<file path="src/rtl/scfifo_param_pkg.sv">
// rtl/scfifo_param_pkg.sv - shared types and helpers for the parametrised single-clock FIFO
// Purpose: read-mode enumeration and the fill-level counter width helper.
// Ports: none (package).
package scfifo_param_pkg;

  typedef enum logic {
    NORMAL    = 1'b0,
    SHOWAHEAD = 1'b1
  } fifo_mode_e;

  // The counter must represent 0..2**addr_w inclusive, hence one extra bit.
  function automatic int unsigned usedw_width(input int unsigned addr_w);
    return addr_w + 1;
  endfunction

endpackage

</file>
<file path="src/rtl/sdpram_param.sv">
// rtl/sdpram_param.sv - simple dual-port RAM, one write port, one registered read port
// Purpose: storage array for scfifo_param.
// Ports:
//   clk_i      clock, all logic on rising edge
//   reset_i    synchronous active-high reset of the read data register only
//   wr_en_i    write enable
//   wr_addr_i  write address
//   wr_data_i  write data
//   rd_en_i    read enable; rd_data_o updates only when set
//   rd_addr_i  read address
//   rd_data_o  registered read data (old data on a same-address write)
module sdpram_param #(
  parameter int DATA_W = 32,
  parameter int ADDR_W = 3
) (
  input  logic              clk_i,
  input  logic              reset_i,
  input  logic              wr_en_i,
  input  logic [ADDR_W-1:0] wr_addr_i,
  input  logic [DATA_W-1:0] wr_data_i,
  input  logic              rd_en_i,
  input  logic [ADDR_W-1:0] rd_addr_i,
  output logic [DATA_W-1:0] rd_data_o
);

  logic [DATA_W-1:0] mem_q [2**ADDR_W];
  logic [DATA_W-1:0] rd_data_q;

  always_ff @(posedge clk_i) begin
    if (wr_en_i) begin
      mem_q[wr_addr_i] <= wr_data_i;
    end
  end

  always_ff @(posedge clk_i) begin
    if (reset_i) begin
      rd_data_q <= '0;
    end else if (rd_en_i) begin
      rd_data_q <= mem_q[rd_addr_i];
    end
  end

  assign rd_data_o = rd_data_q;

endmodule

</file>
<file path="src/rtl/scfifo_param.sv">
// rtl/scfifo_param.sv - parametrised single-clock FIFO with show-ahead, thresholds and sticky errors
// Purpose: producer/consumer FIFO on one clock; occupancy kept in a usedw counter.
// Ports:
//   clk_i           clock, all logic on rising edge
//   reset_i         synchronous active-high reset
//   clear_i         synchronous flush of pointers, count and sticky flags
//   wrreq_i/data_i  write request and data
//   rdreq_i         read request (normal) or pop (show-ahead)
//   q_o             read data / head word
//   full_o, empty_o, almost_full_o, almost_empty_o   registered status flags
//   usedw_o         stored word count 0..2**ADDR_W
//   overflow_o      sticky: write attempted while full
//   underflow_o     sticky: read attempted while empty
module scfifo_param
  import scfifo_param_pkg::fifo_mode_e, scfifo_param_pkg::usedw_width;
#(
  parameter int DATA_W    = 32,
  parameter int ADDR_W    = 3,
  parameter int SHOWAHEAD = 0,
  parameter int AF_LEVEL  = 6,
  parameter int AE_LEVEL  = 2
) (
  input  logic                            clk_i,
  input  logic                            reset_i,
  input  logic                            clear_i,
  input  logic                            wrreq_i,
  input  logic [DATA_W-1:0]               data_i,
  input  logic                            rdreq_i,
  output logic [DATA_W-1:0]               q_o,
  output logic                            full_o,
  output logic                            empty_o,
  output logic                            almost_full_o,
  output logic                            almost_empty_o,
  output logic [usedw_width(ADDR_W)-1:0]  usedw_o,
  output logic                            overflow_o,
  output logic                            underflow_o
);

  localparam int UW = usedw_width(ADDR_W);
  localparam logic [UW-1:0] DEPTH_U = UW'(2**ADDR_W);
  localparam logic [UW-1:0] AF_U    = UW'(AF_LEVEL);
  localparam logic [UW-1:0] AE_U    = UW'(AE_LEVEL);
  localparam fifo_mode_e MODE = (SHOWAHEAD != 0) ? scfifo_param_pkg::SHOWAHEAD
                                                 : scfifo_param_pkg::NORMAL;

  if (ADDR_W < 1 || AE_LEVEL <= 0 || AE_LEVEL >= AF_LEVEL || AF_LEVEL >= 2**ADDR_W) begin : g_bad_params
    $error("scfifo_param: illegal ADDR_W/AE_LEVEL/AF_LEVEL combination");
  end

  logic [ADDR_W-1:0] wr_ptr_q, wr_ptr_d;
  logic [ADDR_W-1:0] rd_ptr_q, rd_ptr_d;
  logic [UW-1:0]     usedw_q, usedw_d;
  logic              full_q, empty_q, af_q, ae_q;
  logic              ovf_q, ovf_d, unf_q, unf_d;
  logic              wr_acc, rd_acc;

  logic              ram_rd_en;
  logic [ADDR_W-1:0] ram_rd_addr;
  logic [DATA_W-1:0] ram_rd_data;
  logic              byp_load;
  logic [DATA_W-1:0] byp_q;
  logic              byp_sel_q, byp_sel_d;

  // Pointer, count and sticky-flag next state. Acceptance uses the registered
  // full/empty so a request is judged against the state the producer saw.
  always_comb begin
    wr_acc   = wrreq_i && !full_q  && !clear_i;
    rd_acc   = rdreq_i && !empty_q && !clear_i;
    wr_ptr_d = wr_ptr_q;
    rd_ptr_d = rd_ptr_q;
    usedw_d  = usedw_q;
    ovf_d    = ovf_q;
    unf_d    = unf_q;
    if (clear_i) begin
      wr_ptr_d = '0;
      rd_ptr_d = '0;
      usedw_d  = '0;
      ovf_d    = 1'b0;
      unf_d    = 1'b0;
    end else begin
      if (wr_acc) wr_ptr_d = wr_ptr_q + 1'b1;
      if (rd_acc) rd_ptr_d = rd_ptr_q + 1'b1;
      case ({wr_acc, rd_acc})
        2'b10:   usedw_d = usedw_q + 1'b1;
        2'b01:   usedw_d = usedw_q - 1'b1;
        default: usedw_d = usedw_q;
      endcase
      if (wrreq_i && full_q)  ovf_d = 1'b1;
      if (rdreq_i && empty_q) unf_d = 1'b1;
    end
  end

  // Read-side steering. Normal mode: the RAM output register is q_o and only
  // advances on an accepted read. Show-ahead: the RAM prefetches the next head
  // address; if that very word is being written this cycle the RAM would return
  // stale data, so the write data is captured in a bypass register instead.
  // Holding both registers otherwise keeps q_o stable across clear_i.
  always_comb begin
    ram_rd_en   = 1'b0;
    ram_rd_addr = rd_ptr_q;
    byp_load    = 1'b0;
    byp_sel_d   = byp_sel_q;
    if (MODE == scfifo_param_pkg::NORMAL) begin
      ram_rd_en = rd_acc;
    end else begin
      ram_rd_addr = rd_ptr_d;
      if (wr_acc && (wr_ptr_q == rd_ptr_d)) begin
        byp_load  = 1'b1;
        byp_sel_d = 1'b1;
      end else if (rd_acc && (usedw_d != '0)) begin
        ram_rd_en = 1'b1;
        byp_sel_d = 1'b0;
      end
    end
  end

  sdpram_param #(
    .DATA_W (DATA_W),
    .ADDR_W (ADDR_W)
  ) u_ram (
    .clk_i     (clk_i),
    .reset_i   (reset_i),
    .wr_en_i   (wr_acc),
    .wr_addr_i (wr_ptr_q),
    .wr_data_i (data_i),
    .rd_en_i   (ram_rd_en),
    .rd_addr_i (ram_rd_addr),
    .rd_data_o (ram_rd_data)
  );

  always_ff @(posedge clk_i) begin
    if (reset_i) begin
      wr_ptr_q  <= '0;
      rd_ptr_q  <= '0;
      usedw_q   <= '0;
      full_q    <= 1'b0;
      empty_q   <= 1'b1;
      af_q      <= 1'b0;
      ae_q      <= 1'b1;
      ovf_q     <= 1'b0;
      unf_q     <= 1'b0;
      byp_q     <= '0;
      byp_sel_q <= 1'b0;
    end else begin
      wr_ptr_q  <= wr_ptr_d;
      rd_ptr_q  <= rd_ptr_d;
      usedw_q   <= usedw_d;
      full_q    <= (usedw_d == DEPTH_U);
      empty_q   <= (usedw_d == '0);
      af_q      <= (usedw_d >= AF_U);
      ae_q      <= (usedw_d <= AE_U);
      ovf_q     <= ovf_d;
      unf_q     <= unf_d;
      byp_sel_q <= byp_sel_d;
      if (byp_load) byp_q <= data_i;
    end
  end

  assign q_o            = byp_sel_q ? byp_q : ram_rd_data;
  assign full_o         = full_q;
  assign empty_o        = empty_q;
  assign almost_full_o  = af_q;
  assign almost_empty_o = ae_q;
  assign usedw_o        = usedw_q;
  assign overflow_o     = ovf_q;
  assign underflow_o    = unf_q;

endmodule

</file>
<file path="config.mk">
export PLATFORM = sky130hd
export DESIGN_NAME = scfifo_param
export DESIGN_NICKNAME = d
export VERILOG_FILES = /design/src/rtl/scfifo_param_pkg.sv /design/src/rtl/sdpram_param.sv /design/src/rtl/scfifo_param.sv
export SDC_FILE = /design/constraint.sdc
export NUM_CORES = 1
export LEC_CHECK = 0
export BUFFER_PORTS_ARGS = -buffer_cell sky130_fd_sc_hd__clkbuf_2
export CAP_MARGIN = 20
export CORE_ASPECT_RATIO = 0.75
export CORE_MARGIN = 2
export CORE_UTILIZATION = 35
export DETAILED_ROUTE_END_ITERATION = 16
export PLACE_DENSITY = 0.51
export SETUP_SLACK_MARGIN = 0.5
export SLEW_MARGIN = 40
export SYNTH_ARGS = -nofsm -noshare
export SYNTH_HDL_FRONTEND = slang
export SYNTH_HIERARCHICAL = 1
export SYNTH_SLANG_ARGS = --single-unit
</file>
<file path="constraint.sdc">
create_clock -name clk_i -period 3.7 [get_ports clk_i]
set_input_delay 0.74 -clock clk_i [delete_from_list [all_inputs] [get_ports clk_i]]
set_output_delay 0.74 -clock clk_i [all_outputs]
set_load 0.01 [all_outputs]
</file>
==> results.md, run 1 <==
- Top sig layer: met4
- Core area: 33300 um2
- Commonest register cell after synthesis: edfxtp_1
- First drt pass iteration count: 4
- Fin crit period: 2.63 ns
- Post-route ant nets: 0
- PwrDens: 513 nW/um2
- Initial Util: 0.354
- Clk_lat worst skew: 0.55 ns
- Max stage delay on crit path: 0.55 ns
- Post-CTS setup buffers: 0
- Seq pwr share: 0.536
- Setup slack at placement: 0.679 ns
- Adder-Cell Fraction of Synth Area: 0.00425
- Mapped Nets: 730
- Grt total ovfl: 0
- R2R depth: 10
- Clock power frac: 0.431
- Slew Viols, Final: 0
- Status: completed
- Post_cts resized: 0
- Number of port buffers: 78
- Gr usage total: 0.144
- Crit path max-delay cell type: nor4_1
- WS Path Type: flip-flop to flip-flop
- DR WL met3: 925 um
- R2R Path Start: full_o$_SDFF_PP0_
- Max rail drop VDD: 0.000239 V
- Post-synthesis mux area share: 0.118
- Worst endpoint required time: 4.19 ns
- Clk root buf: clkbuf_16
- Die area: 35100 um2
- CP cell instances: nand2b_1 -> nor2_1 -> inv_1 -> ha_1 -> nor4_1 -> nor2b_1 -> a32o_1 -> a221oi_2 -> inv_2 -> o211a_1
- Area grow syn2layout: 16.5%
- Hold Fails Final Rpt: 0
- Number of synthesized flops with an enable pin: 256
- Post-synthesis cell type count: 43
- Mapped cell area: 11800 um2
- Yosys top cell area share: 0.653
- CTS tree: built
- Chip width: 216 um
- Final Instance Area: 13700 um2
- Most frequent cell after synthesis: edfxtp_1
- Vias per std cell: 5.02
- Hold Crit Class: input pin to flip-flop
- Final worst setup slack: 1.07 ns
- Routed vias: 6247
- Met1 WL: 12200 um
- Layout cell share with drive strength beyond 1: 0.297
- Leak Pwr: 4.39 nW
- Post-DP Area: 12700 um2
- Avg Cell Area, Syn: 17.1 um2
- Clock sink count: 304
- YS warnings: 6
- Final design utilization: 0.412
- Post-Route Setup TNS: 0 ns
- Area leader, netlist: edfxtp_1
- Worst-Margin Slew: 0.743 ns
- Min-delay src: data_i[29]
- Non-Filler Instances: 1245
- Mapped Cells: 689
- Detail Route met2 WL: 11700 um
- Switching Share: 0.200
- Ys async rst share: 0
- DRT iter0 DRCs: 423
- Routed length per instance: 20.4 um
- Setup violators final: 0
- Sequential area share after synthesis: 0.734
- Startpoint types: flip-flop
- Detailed placement HPWL: 14500 um
- Hold_buf cts: 0
- # diodes: 0
- CTS H-tree depth: 1
- Worst hold path depth: 1
- Initial antenna violation count: 0
- First-pass GRT wire length: 38800 um
- Simple-Gate Fraction of Synth Area: 0.0339
- WP data arrival: 3.12 ns
- Setup Skew: 0.0127 ns
- Synth Area in XOR/XNOR: 0.00521
- Worst Hold Path EP: u_ram/mem_q[4][29]$_DFFE_PP_
- Psw: 1.41 mW
- Period utilization: 0.711
- Worst Path Max Fanout: 8
- Inst Count DP: 1190
- Routed WL: 25400 um
- Compound-Gate Fraction of Synth Area: 0.0822
- Worst reg2reg endpoint: full_o$_SDFF_PP0_
- Most area-consuming cells after synthesis: edfxtp_1 (65%), dfxtp_1 (8.2%), mux2_2 (6.1%)
- CP endpoint kind: flip-flop
- Pin count of the biggest net entering global routing: 66
- Rel. slew slack: 0.505
- DRC violations left: 0
- CTS max path bufs: 3
- Fmax: 380 MHz
- CTS clk-pin slew, worst paths: 0.06 ns
- Max_cap viols: 0
- Die H: 163 um
- Vias in the first global route: 6445
- Total I/O pin count: 79
- Largest family of logic cells by synthesized area: multiplexers
- Fin nets: 813
- Setup slack, reg-to-reg: 1.07 ns
- TritonCTS Buffers: 30
- RSZ-0062 raised after global routing: false
- #FFs+latches synth: 304
- Gpl congestion: 0.766
- FP Rows: 58
- Int Power: 5.63 mW
- Synth cell count leaders: edfxtp_1 (256), mux2i_1 (67), mux2_2 (64)
- Comb pwr share: 0.033
[critical path: cells and delay by family, from the launching register on]
| family | cells | cell delay [ns] |
|---|---|---|
| and+or+nand+nor | 4 | 1.27 |
| buffers and inverters | 2 | 0.15 |
| adders and majority gates | 1 | 0.42 |
| AOI/OAI and AO/OA | 3 | 0.40 |
| DFF | 1 | 0.33 |
[power groups by stage]
stage / Combinational [mW] / Sequential [mW] / Clock (mW)
detailed placement: 0.233 / 3.84 / 0
global route: 0.254 / 3.77 / 3.24
CTS: 0.234 / 3.77 / 3.10
floorplan: 0.124 / 3.85 / 0
global placement: 0.225 / 3.84 / 0
finish: 0.230 / 3.77 / 3.03
[stage by stage]
| step | power, mW | hold slack [ns] |
|---|---|---|
| 6_report | 7.03 | 0.462 |
| 5_1_grt | 7.27 | 0.464 |
| 4_1_cts | 7.11 | 0.434 |
| 3_5_place_dp | 4.08 | 0.458 |
| 3_3_place_gp | 4.07 | 0.470 |
| 2_1_floorplan | 3.97 | 0.492 |
[worst max path at each step]
| stage | startpoint | to | slack (ns) |
|---|---|---|---|
| final | full_o$_SDFF_PP0_ | full_o$_SDFF_PP0_ | 1.07 |
| after global routing | full_o$_SDFF_PP0_ | full_o$_SDFF_PP0_ | 0.91 |
| after CTS | full_o$_SDFF_PP0_ | full_o$_SDFF_PP0_ | 1.11 |
| after detailed placement | wrreq_i | full_o$_SDFF_PP0_ | 0.68 |
| after global placement | wrreq_i | full_o$_SDFF_PP0_ | 0.87 |
| after floorplan | clear_i | u_ram/mem_q[1][0]$_DFFE_PP_ | 0.71 |
[layer usage]
metal,vias up,GRT usage
met5,-,0
met4,0,0.0379
met3,33,0.0243
met2,123,0.235
met1,3207,0.201
li1,2884,-
[logic make-up (layout without fill, tap and decap cells)]
logic type | Yosys count | in the layout
AO/OA/AOI/OAI | 110 | 110
XOR/XNOR | 7 | 7
adder cells (fa/ha/maj) | 4 | 4
AND/OR/NAND/NOR | 88 | 88
multiplexers | 131 | 131
flip-flops | 304 | 304
buffers and inverters | 45 | 151
[cell usage in the layout, fill, tap and decap left out, types with 8 or more instances in the layout]
master,instances
edfxtp_1,256
clkbuf_2,78
mux2i_1,67
mux2_2,64
nor2_1,49
dfxtp_1,47
clkbuf_16,31
o22ai_1,18
a221o_1,18
a211oi_2,18
a22oi_1,15
o221ai_1,14
a211oi_1,14
buf_4,10
clkinv_2,8
clkinv_1,8
[registers in the layout, summed over array words and instances (netlist names)]
| register | flops |
|---|---|
| almost_empty_o | 1 |
| almost_full_o | 1 |
| empty_o | 1 |
| full_o | 1 |
| overflow_o | 1 |
| ram_rd_addr | 3 |
| u_ram/mem_q | 256 |
| u_ram/rd_data_o | 32 |
| underflow_o | 1 |
| usedw_o | 4 |
| wr_ptr_q | 3 |
[layout make-up]
cell class / instances / area [um2]
tap: 450 / 563
inverter: 3 / 11.3
clock inverter: 20 / 190
fill: 2983 / 19600
timing repair buffer: 93 / 547
clock buffer: 35 / 791
sequential: 304 / 8650
multi-input combinational: 340 / 2960
No activity file was read; power rests on OpenSTA's default activity.
==> run 2: changes to the inputs <==
--- a/config.mk
+++ b/config.mk
@@ -11,7 +11,7 @@
 export CORE_MARGIN = 2
 export CORE_UTILIZATION = 35
 export DETAILED_ROUTE_END_ITERATION = 16
-export PLACE_DENSITY = 0.51
+export PLACE_DENSITY = 0.49
 export SETUP_SLACK_MARGIN = 0.5
 export SLEW_MARGIN = 40
 export SYNTH_ARGS = -nofsm -noshare
==> constraint.sdc (replaced) <==
create_clock -name clk_i -period 2.6 [get_ports clk_i]
set_input_delay 0.52 -clock clk_i [delete_from_list [all_inputs] [get_ports clk_i]]
set_output_delay 0.52 -clock clk_i [all_outputs]
set_load 0.01 [all_outputs]
==> run 2 against run 1 <==
  * Largest power group unchanged
  * Sequential share of layout area down 1.2 points
  * Maximum frequency up 31%
  * Global-route usage up 1.0 points
  * Cell count grew 1.4%
  * Via count rose by 2.0%
  * Sequential power rose by 42%
  * Worst setup slack lost 0.47 ns
  * First-iteration DRC count down 28%
  * Clock power is 43% higher
  * Non-clock buffer count is 15 higher
  * Total power is 43% higher
==> results.md, run 2 (synthesis results as in run 1) <==
- Status: completed (unchanged)
- Gr usage total: 0.155 (was 0.144)
- Area grow syn2layout: 18.8% (was 16.5%)
- CTS tree: built (unchanged)
- Vias in the first global route: 6722 (was 6445)
- Detail Route met2 WL: 13100 um (was 11700 um)
- Setup slack, reg-to-reg: 0.59 ns (was 1.07 ns)
- Leak Pwr: 4.49 nW (was 4.39 nW)
- DR WL met3: 1150 um (was 925 um)
- Gpl congestion: 0.736 (was 0.766)
- Die area: 35100 um2 (unchanged)
- Max rail drop VDD: 0.000459 V (was 0.000239 V)
- Routed vias: 6374 (was 6247)
- Initial Util: 0.354 (unchanged)
- PwrDens: 718 nW/um2 (was 513 nW/um2)
- DRC violations left: 0 (unchanged)
- Initial antenna violation count: 2 (was 0)
- CTS max path bufs: 3 (unchanged)
- Setup violators final: 0 (unchanged)
- Hold_buf cts: 0 (unchanged)
- Post-route ant nets: 0 (unchanged)
- Post-Route Setup TNS: 0 ns (unchanged)
- Hold Fails Final Rpt: 0 (unchanged)
- Period utilization: 0.771 (was 0.711)
- TritonCTS Buffers: 31 (was 30)
- Worst reg2reg endpoint: empty_o$_SDFF_PP1_ (was full_o$_SDFF_PP0_)
- Grt total ovfl: 0 (unchanged)
- Clk_lat worst skew: 0.55 ns (about the same)
- RSZ-0062 raised after global routing: true (was false)
- Number of port buffers: 78 (unchanged)
- Core area: 33300 um2 (unchanged)
- Inst Count DP: 1202 (was 1190)
- Fin Hold WS: 0.243 ns (was 0.462 ns)
- Non-Filler Instances: 1263 (was 1245)
- Fin nets: 829 (was 813)
- Most frequent cells in the layout: edfxtp_1 (256), clkbuf_2 (78), mux2i_1 (67) (unchanged)
- FP Rows: 58 (unchanged)
- WS Path Type: flip-flop to flip-flop (unchanged)
- Clk root buf: clkbuf_16 (unchanged)
- Met1 WL: 12000 um (was 12200 um)
- Pin count of the biggest net entering global routing: 73 (was 66)
- Hold Crit Class: input pin to flip-flop (unchanged)
- Commonest non-fill, non-tap cell in the layout: edfxtp_1 (unchanged)
- WP data arrival: 2.50 ns (was 3.12 ns)
- Fin crit period: 2.01 ns (was 2.63 ns)
- R2R Path Start: empty_o$_SDFF_PP1_ (was full_o$_SDFF_PP0_)
- Startpoint types: flip-flop (unchanged)
- Worst endpoint required time: 3.09 ns (was 4.19 ns)
- Worst Hold Path EP: u_ram/mem_q[3][20]$_DFFE_PP_ (was u_ram/mem_q[4][29]$_DFFE_PP_)
- Total I/O pin count: 79 (unchanged)
- Fmax: 499 MHz (was 380 MHz)
- Routed length per instance: 21.3 um (was 20.4 um)
- CTS clk-pin slew, worst paths: 0.06 ns (about the same)
- Worst hold path depth: 1 (unchanged)
- CP endpoint kind: flip-flop (unchanged)
- Vias per std cell: 5.05 (was 5.02)
- CTS H-tree depth: 1 (unchanged)
- Routed WL: 26900 um (was 25400 um)
- First drt pass iteration count: 4 (unchanged)
- Chip width: 216 um (unchanged)
- Slew Viols, Final: 0 (unchanged)
- Rel. slew slack: 0.570 (was 0.505)
- Min-delay src: data_i[20] (was data_i[29])
- DRT iter0 DRCs: 304 (was 423)
- Die H: 163 um (unchanged)
- Max_cap viols: 0 (unchanged)
- First-pass GRT wire length: 40700 um (was 38800 um)
- Fillers: 2954 (was 2983)
- Layout cell share with drive strength beyond 1: 0.327 (was 0.297)
- Clock sink count: 304 (unchanged)
- Setup Skew: 0.00797 ns (was 0.0127 ns)
- Top sig layer: met4 (unchanged)
- R2R depth: 9 (was 10)
- Worst Path Max Fanout: 5 (was 8)
- Biggest register: u_ram/mem_q (unchanged)
- Detailed placement HPWL: 15000 um (was 14500 um)
- Worst-Margin Slew: 0.646 ns (was 0.743 ns)
- Largest register FFs: 256 (unchanged)
run 2: cell count changes in the layout (fill, tap and decap cells not counted), moves of 2 or more:
cell / before / now
buf_12: 2 / 8
bufinv_16: 4 / 2
buf_8: 2 / 0
nand2b_1: 5 / 3
diode_2: 0 / 2
clkbuf_8: 0 / 7
clkinv_1: 8 / 4
buf_4: 10 / 22
run 2: report_power, final:
part	switching, mW	internal (mW)
combinational	0.214	0.136
clock	1.76	2.56
sequential	0.0280	5.34
run 2: cell type report:
class                   instances  area, um2  share of cell area
diodes                          2       5.00            0.000358
clock buffers                  42        887              0.0634
clock inverters                14        118             0.00841
inverters                       3       11.3            0.000805
multi-input cells             340       3040               0.217
flip-flops and latches        304       8650               0.619
well taps                     450        563              0.0403
repair buffers                108        716              0.0512
run 2: critical path, stage by stage, from the launching register on:
cell     delay, ns
dfxtp_2       0.37
nor3b_4       0.23
nand2_2       0.10
xnor2_1       0.14
ha_1          0.20
a21oi_2       0.14
nor2_1        0.07
mux2i_1       0.22
xor2_2        0.27
o221a_1       0.22
run 2: worst max path at each step:
stage	from	end	slack, ns	cells past startpoint
after floorplan	clear_i	u_ram/mem_q[4][0]$_DFFE_PP_	0.40	4
after global routing	empty_o$_SDFF_PP1_	empty_o$_SDFF_PP1_	0.47	9
after global placement	wrreq_i	full_o$_SDFF_PP0_	0.27	11
final	empty_o$_SDFF_PP1_	empty_o$_SDFF_PP1_	0.59	9
after CTS	empty_o$_SDFF_PP1_	empty_o$_SDFF_PP1_	0.56	9
after detailed placement	wrreq_i	full_o$_SDFF_PP0_	0.19	11
run 2: metrics by stage:
| stage | power [mW] | util | setup WS (ns) | area, um2 |
|---|---|---|---|---|
| floorplan | 5.66 | - | 0.399 | 11900 |
| global placement | 5.80 | 0.388 | 0.268 | 12900 |
| detailed placement | 5.82 | 0.388 | 0.191 | 12900 |
| CTS | 10.2 | 0.419 | 0.565 | 13900 |
| global route | 10.4 | 0.420 | 0.474 | 14000 |
| finish | 10.0 | 0.420 | 0.595 | 14000 |
run 2: metal layers:
layer / track usage / vias up
met5: 0 / -
met4: 0.0364 / 0
met3: 0.0289 / 41
met2: 0.268 / 128
met1: 0.202 / 3269
li1: - / 2936
run 2: repair_timing:
item / in CTS / in global routing
pin swaps: 2 / 1
hold endpoints to repair: 0 / 0
buffers inserted: 1 / 2
endpoints found under the setup margin: 4 / 11
resized for setup: 3 / 3
==> run 3: changes to the inputs <==
--- a/config.mk
+++ b/config.mk
@@ -5,6 +5,7 @@
 export SDC_FILE = /design/constraint.sdc
 export NUM_CORES = 1
 export LEC_CHECK = 0
+export ABC_AREA = 1
 export BUFFER_PORTS_ARGS = -buffer_cell sky130_fd_sc_hd__clkbuf_2
 export CAP_MARGIN = 20
 export CORE_ASPECT_RATIO = 0.75
==> constraint.sdc (replaced) <==
create_clock -name clk_i -period 1.9 [get_ports clk_i]
set_input_delay 0.38 -clock clk_i [delete_from_list [all_inputs] [get_ports clk_i]]
set_output_delay 0.38 -clock clk_i [all_outputs]
set_load 0.01 [all_outputs]
==> run 3 against run 2 <==
  * Combinational power grew to 3.5 times the previous value
  * Total power increased by 51%
  * Sequential share of layout area shrank 15 points
  * Sequential power up 38%
  * Clock power is 52% higher
  * First-iteration DRC count up 91%
  * Area after synthesis grew 8.9%
  * Clock-buffer cell count up 7
  * Sequential cell count unchanged
  * Final area grew 32%
  * Critical endpoint is now u_ram/mem_q[5][11]$_DFFE_PP_
  * Largest cell class unchanged
==> results.md, run 3 <==
- Status: completed (unchanged)
- Routed length per instance: 19.8 um (was 21.3 um)
- Vias per std cell: 4.81 (was 5.05)
- Setup Skew: 0.0108 ns (was 0.00797 ns)
- Mapped Nets: 1321 (was 730)
- DRT iter0 DRCs: 582 (was 304)
- Gpl congestion: 0.809 (was 0.736)
- Avg Cell Area, Syn: 10.0 um2 (was 17.1 um2)
- Max stage delay on crit path: 0.32 ns (was 0.37 ns)
- Most frequent cell after synthesis: nand2_1 (was edfxtp_1)
- Vias in the first global route: 8320 (was 6722)
- Synth cell count leaders: nand2_1 (307), inv_1 (281), edfxtp_1 (256) (was edfxtp_1 (256), mux2i_1 (67), mux2_2 (64))
- Worst endpoint required time: 2.13 ns (was 3.09 ns)
- Initial Util: 0.357 (was 0.354)
- Fin crit period: 1.66 ns (was 2.01 ns)
- CTS H-tree depth: 2 (was 1)
- Post-synthesis cell type count: 23 (was 43)
- Post-route ant nets: 0 (unchanged)
- Detailed placement HPWL: 17700 um (was 15000 um)
- CP cell instances: inv_2 -> nand2_4 -> nor2_4 -> buf_6 -> buf_6 -> nand2_8 -> nor2_4 -> buf_8 -> clkbuf_16 (was nor3b_4 -> nand2_2 -> xnor2_1 -> ha_1 -> a21oi_2 -> nor2_1 -> mux2i_1 -> xor2_2 -> o221a_1)
- First drt pass iteration count: 5 (was 4)
- Biggest register: u_ram/mem_q (unchanged)
- Hold Fails Final Rpt: 0 (unchanged)
- # diodes: 0 (was 2)
- Yosys top cell area share: 0.600 (was 0.653)
- Ys async rst share: 0 (unchanged)
- Worst Path Max Fanout: 6 (was 5)
- CP endpoint kind: flip-flop (unchanged)
- Number of synthesized flops with an enable pin: 256 (unchanged)
- Routed WL: 38900 um (was 26900 um)
- Hold_buf cts: 0 (unchanged)
- Final worst setup slack: 0.245 ns (was 0.595 ns)
- First-pass GRT wire length: 50100 um (was 40700 um)
- Clk_lat worst skew: 0.51 ns (was 0.55 ns)
- Initial antenna violation count: 1 (was 2)
- Number of port buffers: 78 (unchanged)
- Hold Crit Class: input pin to flip-flop (unchanged)
- Crit path max-delay cell type: dfxtp_2 (unchanged)
- Commonest non-fill, non-tap cell in the layout: inv_1 (was edfxtp_1)
- CTS max path bufs: 3 (unchanged)
- CTS clk-pin slew, worst paths: 0.06 ns (about the same)
- Startpoint types: flip-flop (unchanged)
- PwrDens: 819 nW/um2 (was 718 nW/um2)
- CTS tree: built (unchanged)
- Non-Filler Instances: 1966 (was 1263)
- Layout cell share with drive strength beyond 1: 0.390 (was 0.327)
- Setup slack at placement: 0.0470 ns (was 0.191 ns)
- Mapped Cells: 1280 (was 689)
- Gr usage total: 0.174 (was 0.155)
- Mapped cell area: 12800 um2 (was 11800 um2)
- Leak Pwr: 7.96 nW (was 4.49 nW)
- Most area-consuming cells after synthesis: edfxtp_1 (60%), nand2_1 (9.0%), inv_1 (8.2%) (was edfxtp_1 (65%), dfxtp_1 (8.2%), mux2_2 (6.1%))
- FP Rows: 60 (was 58)
- Pin count of the biggest net entering global routing: 49 (was 73)
- Commonest register cell after synthesis: edfxtp_1 (unchanged)
- YS warnings: 6 (unchanged)
- Setup violators final: 0 (unchanged)
- Sequential area share after synthesis: 0.674 (was 0.734)
- Post-Route Setup TNS: 0 ns (unchanged)
- Clock sink count: 304 (unchanged)
- Routed vias: 9451 (was 6374)
- Period utilization: 0.871 (was 0.771)
- Worst-Margin Slew: 0.544 ns (was 0.646 ns)
- Inst Count DP: 1804 (was 1202)
- Largest register FFs: 256 (unchanged)
- Chip width: 225 um (was 216 um)
- Grt total ovfl: 0 (unchanged)
- Rel. slew slack: 0.637 (was 0.570)
- RSZ-0062 raised after global routing: true (unchanged)
- TritonCTS Buffers: 34 (was 31)
- Most frequent cells in the layout: inv_1 (277), edfxtp_1 (256), nand2_1 (206) (was edfxtp_1 (256), clkbuf_2 (78), mux2i_1 (67))
- Slew Viols, Final: 0 (unchanged)
- Die H: 170 um (was 163 um)
- Max rail drop VDD: 0.000506 V (was 0.000459 V)
- Core area: 36000 um2 (was 33300 um2)
- WP data arrival: 1.89 ns (was 2.50 ns)
- DRC violations left: 0 (unchanged)
- Area leader, netlist: edfxtp_1 (unchanged)
- Clk root buf: clkbuf_16 (unchanged)
- Die area: 38200 um2 (was 35100 um2)
- Fin nets: 1518 (was 829)
- Fmax: 604 MHz (was 499 MHz)
- Area grow syn2layout: 44.5% (was 18.8%)
- Max_cap viols: 0 (unchanged)
- WS Path Type: flip-flop to flip-flop (unchanged)
- Total I/O pin count: 79 (unchanged)
- #FFs+latches synth: 304 (unchanged)
[run 3: cell count changes in the layout (fill, tap and decap cells not counted), moves of 28 or more]
| cell | delta |
|---|---|
| a21oi_2 | +28 |
| buf_12 | +29 |
| buf_6 | +29 |
| clkbuf_16 | +29 |
| inv_1 | +275 |
| mux2_2 | -64 |
| mux2i_1 | -67 |
| nand2_1 | +199 |
| nand2_2 | +68 |
| nand2_4 | +37 |
| nand3_1 | +67 |
| nand3_2 | +126 |
| nor2_1 | -38 |
| o21ai_0 | +37 |
[run 3: power by group]
group	leakage [nW]	switching, mW	internal (mW)
registers	2.71	0.0516	7.33
logic	4.70	0.725	0.513
clock network	0.551	2.59	3.96
[run 3: path summary, 6_finish.rpt]
kind | slack [ns] | cells after the start | from | end
hold reg to reg | 0.48 | 2 | underflow_o$_SDFFE_PP0P_ | underflow_o$_SDFFE_PP0P_
hold / removal | 0.15 | 1 | data_i[30] | u_ram/mem_q[1][30]$_DFFE_PP_
setup / recovery | 0.24 | 9 | full_o$_SDFF_PP0_ | u_ram/mem_q[5][11]$_DFFE_PP_
setup reg to reg | 0.24 | 9 | full_o$_SDFF_PP0_ | u_ram/mem_q[5][11]$_DFFE_PP_
[run 3: what timing repair did]
item | in CTS | in global routing
gates resized for setup | 71 | 365
gates cloned | 14 | 36
setup endpoints to repair | 288 | 317
buffers inserted | 30 | 22
pin swaps | 12 | 129
[run 3: layer usage]
metal	vias to the layer above	track usage	share of wire
li1	4526	-	-
met1	4613	0.256	0.46
met2	261	0.269	0.46
met3	51	0.0300	0.064
met4	0	0.0394	0.019
met5	-	0	0
[run 3: logic make-up (layout without fill, tap and decap cells)]
| group | after synthesis | after routing | share of synthesized area |
|---|---|---|---|
| buffers and inverters | 345 | 566 | 0.105 |
| XOR/XNOR | 1 | 1 | 0.000683 |
| flip-flops | 304 | 304 | 0.674 |
| AND/OR/NAND/NOR | 544 | 544 | 0.184 |
| AO/OA/AOI/OAI | 82 | 82 | 0.0323 |
| adder cells (fa/ha/maj) | 4 | 4 | 0.00390 |
[run 3: area by class of cell]
| class | instances | area (um2) |
|---|---|---|
| Clock buffer | 49 | 1010 |
| Clock inverter | 11 | 101 |
| Fill cell | 3143 | 17400 |
| Inverter | 286 | 1090 |
| Multi-Input combinational cell | 631 | 4170 |
| Sequential cell | 304 | 8680 |
| Tap cell | 465 | 582 |
| Timing Repair Buffer | 219 | 2890 |
| Timing Repair inverter | 1 | 8.76 |
[run 3: per-stage QoR]
step | power [mW] | hold WS [ns] | utilization | instance area [um2]
2_1_floorplan | 7.94 | 0.452 | - | 12900
3_3_place_gp | 8.29 | 0.468 | 0.393 | 14100
3_5_place_dp | 8.29 | 0.482 | 0.393 | 14100
4_1_cts | 15.0 | 0.131 | 0.450 | 16200
5_1_grt | 15.7 | 0.153 | 0.515 | 18500
6_report | 15.2 | 0.148 | 0.515 | 18500
[run 3: critical path, delay by kind of cell, from the launching register on]
family	cells	cell delay, ns
buffers and inverters	5	0.63
DFF	1	0.32
and+or+nand+nor	4	0.40
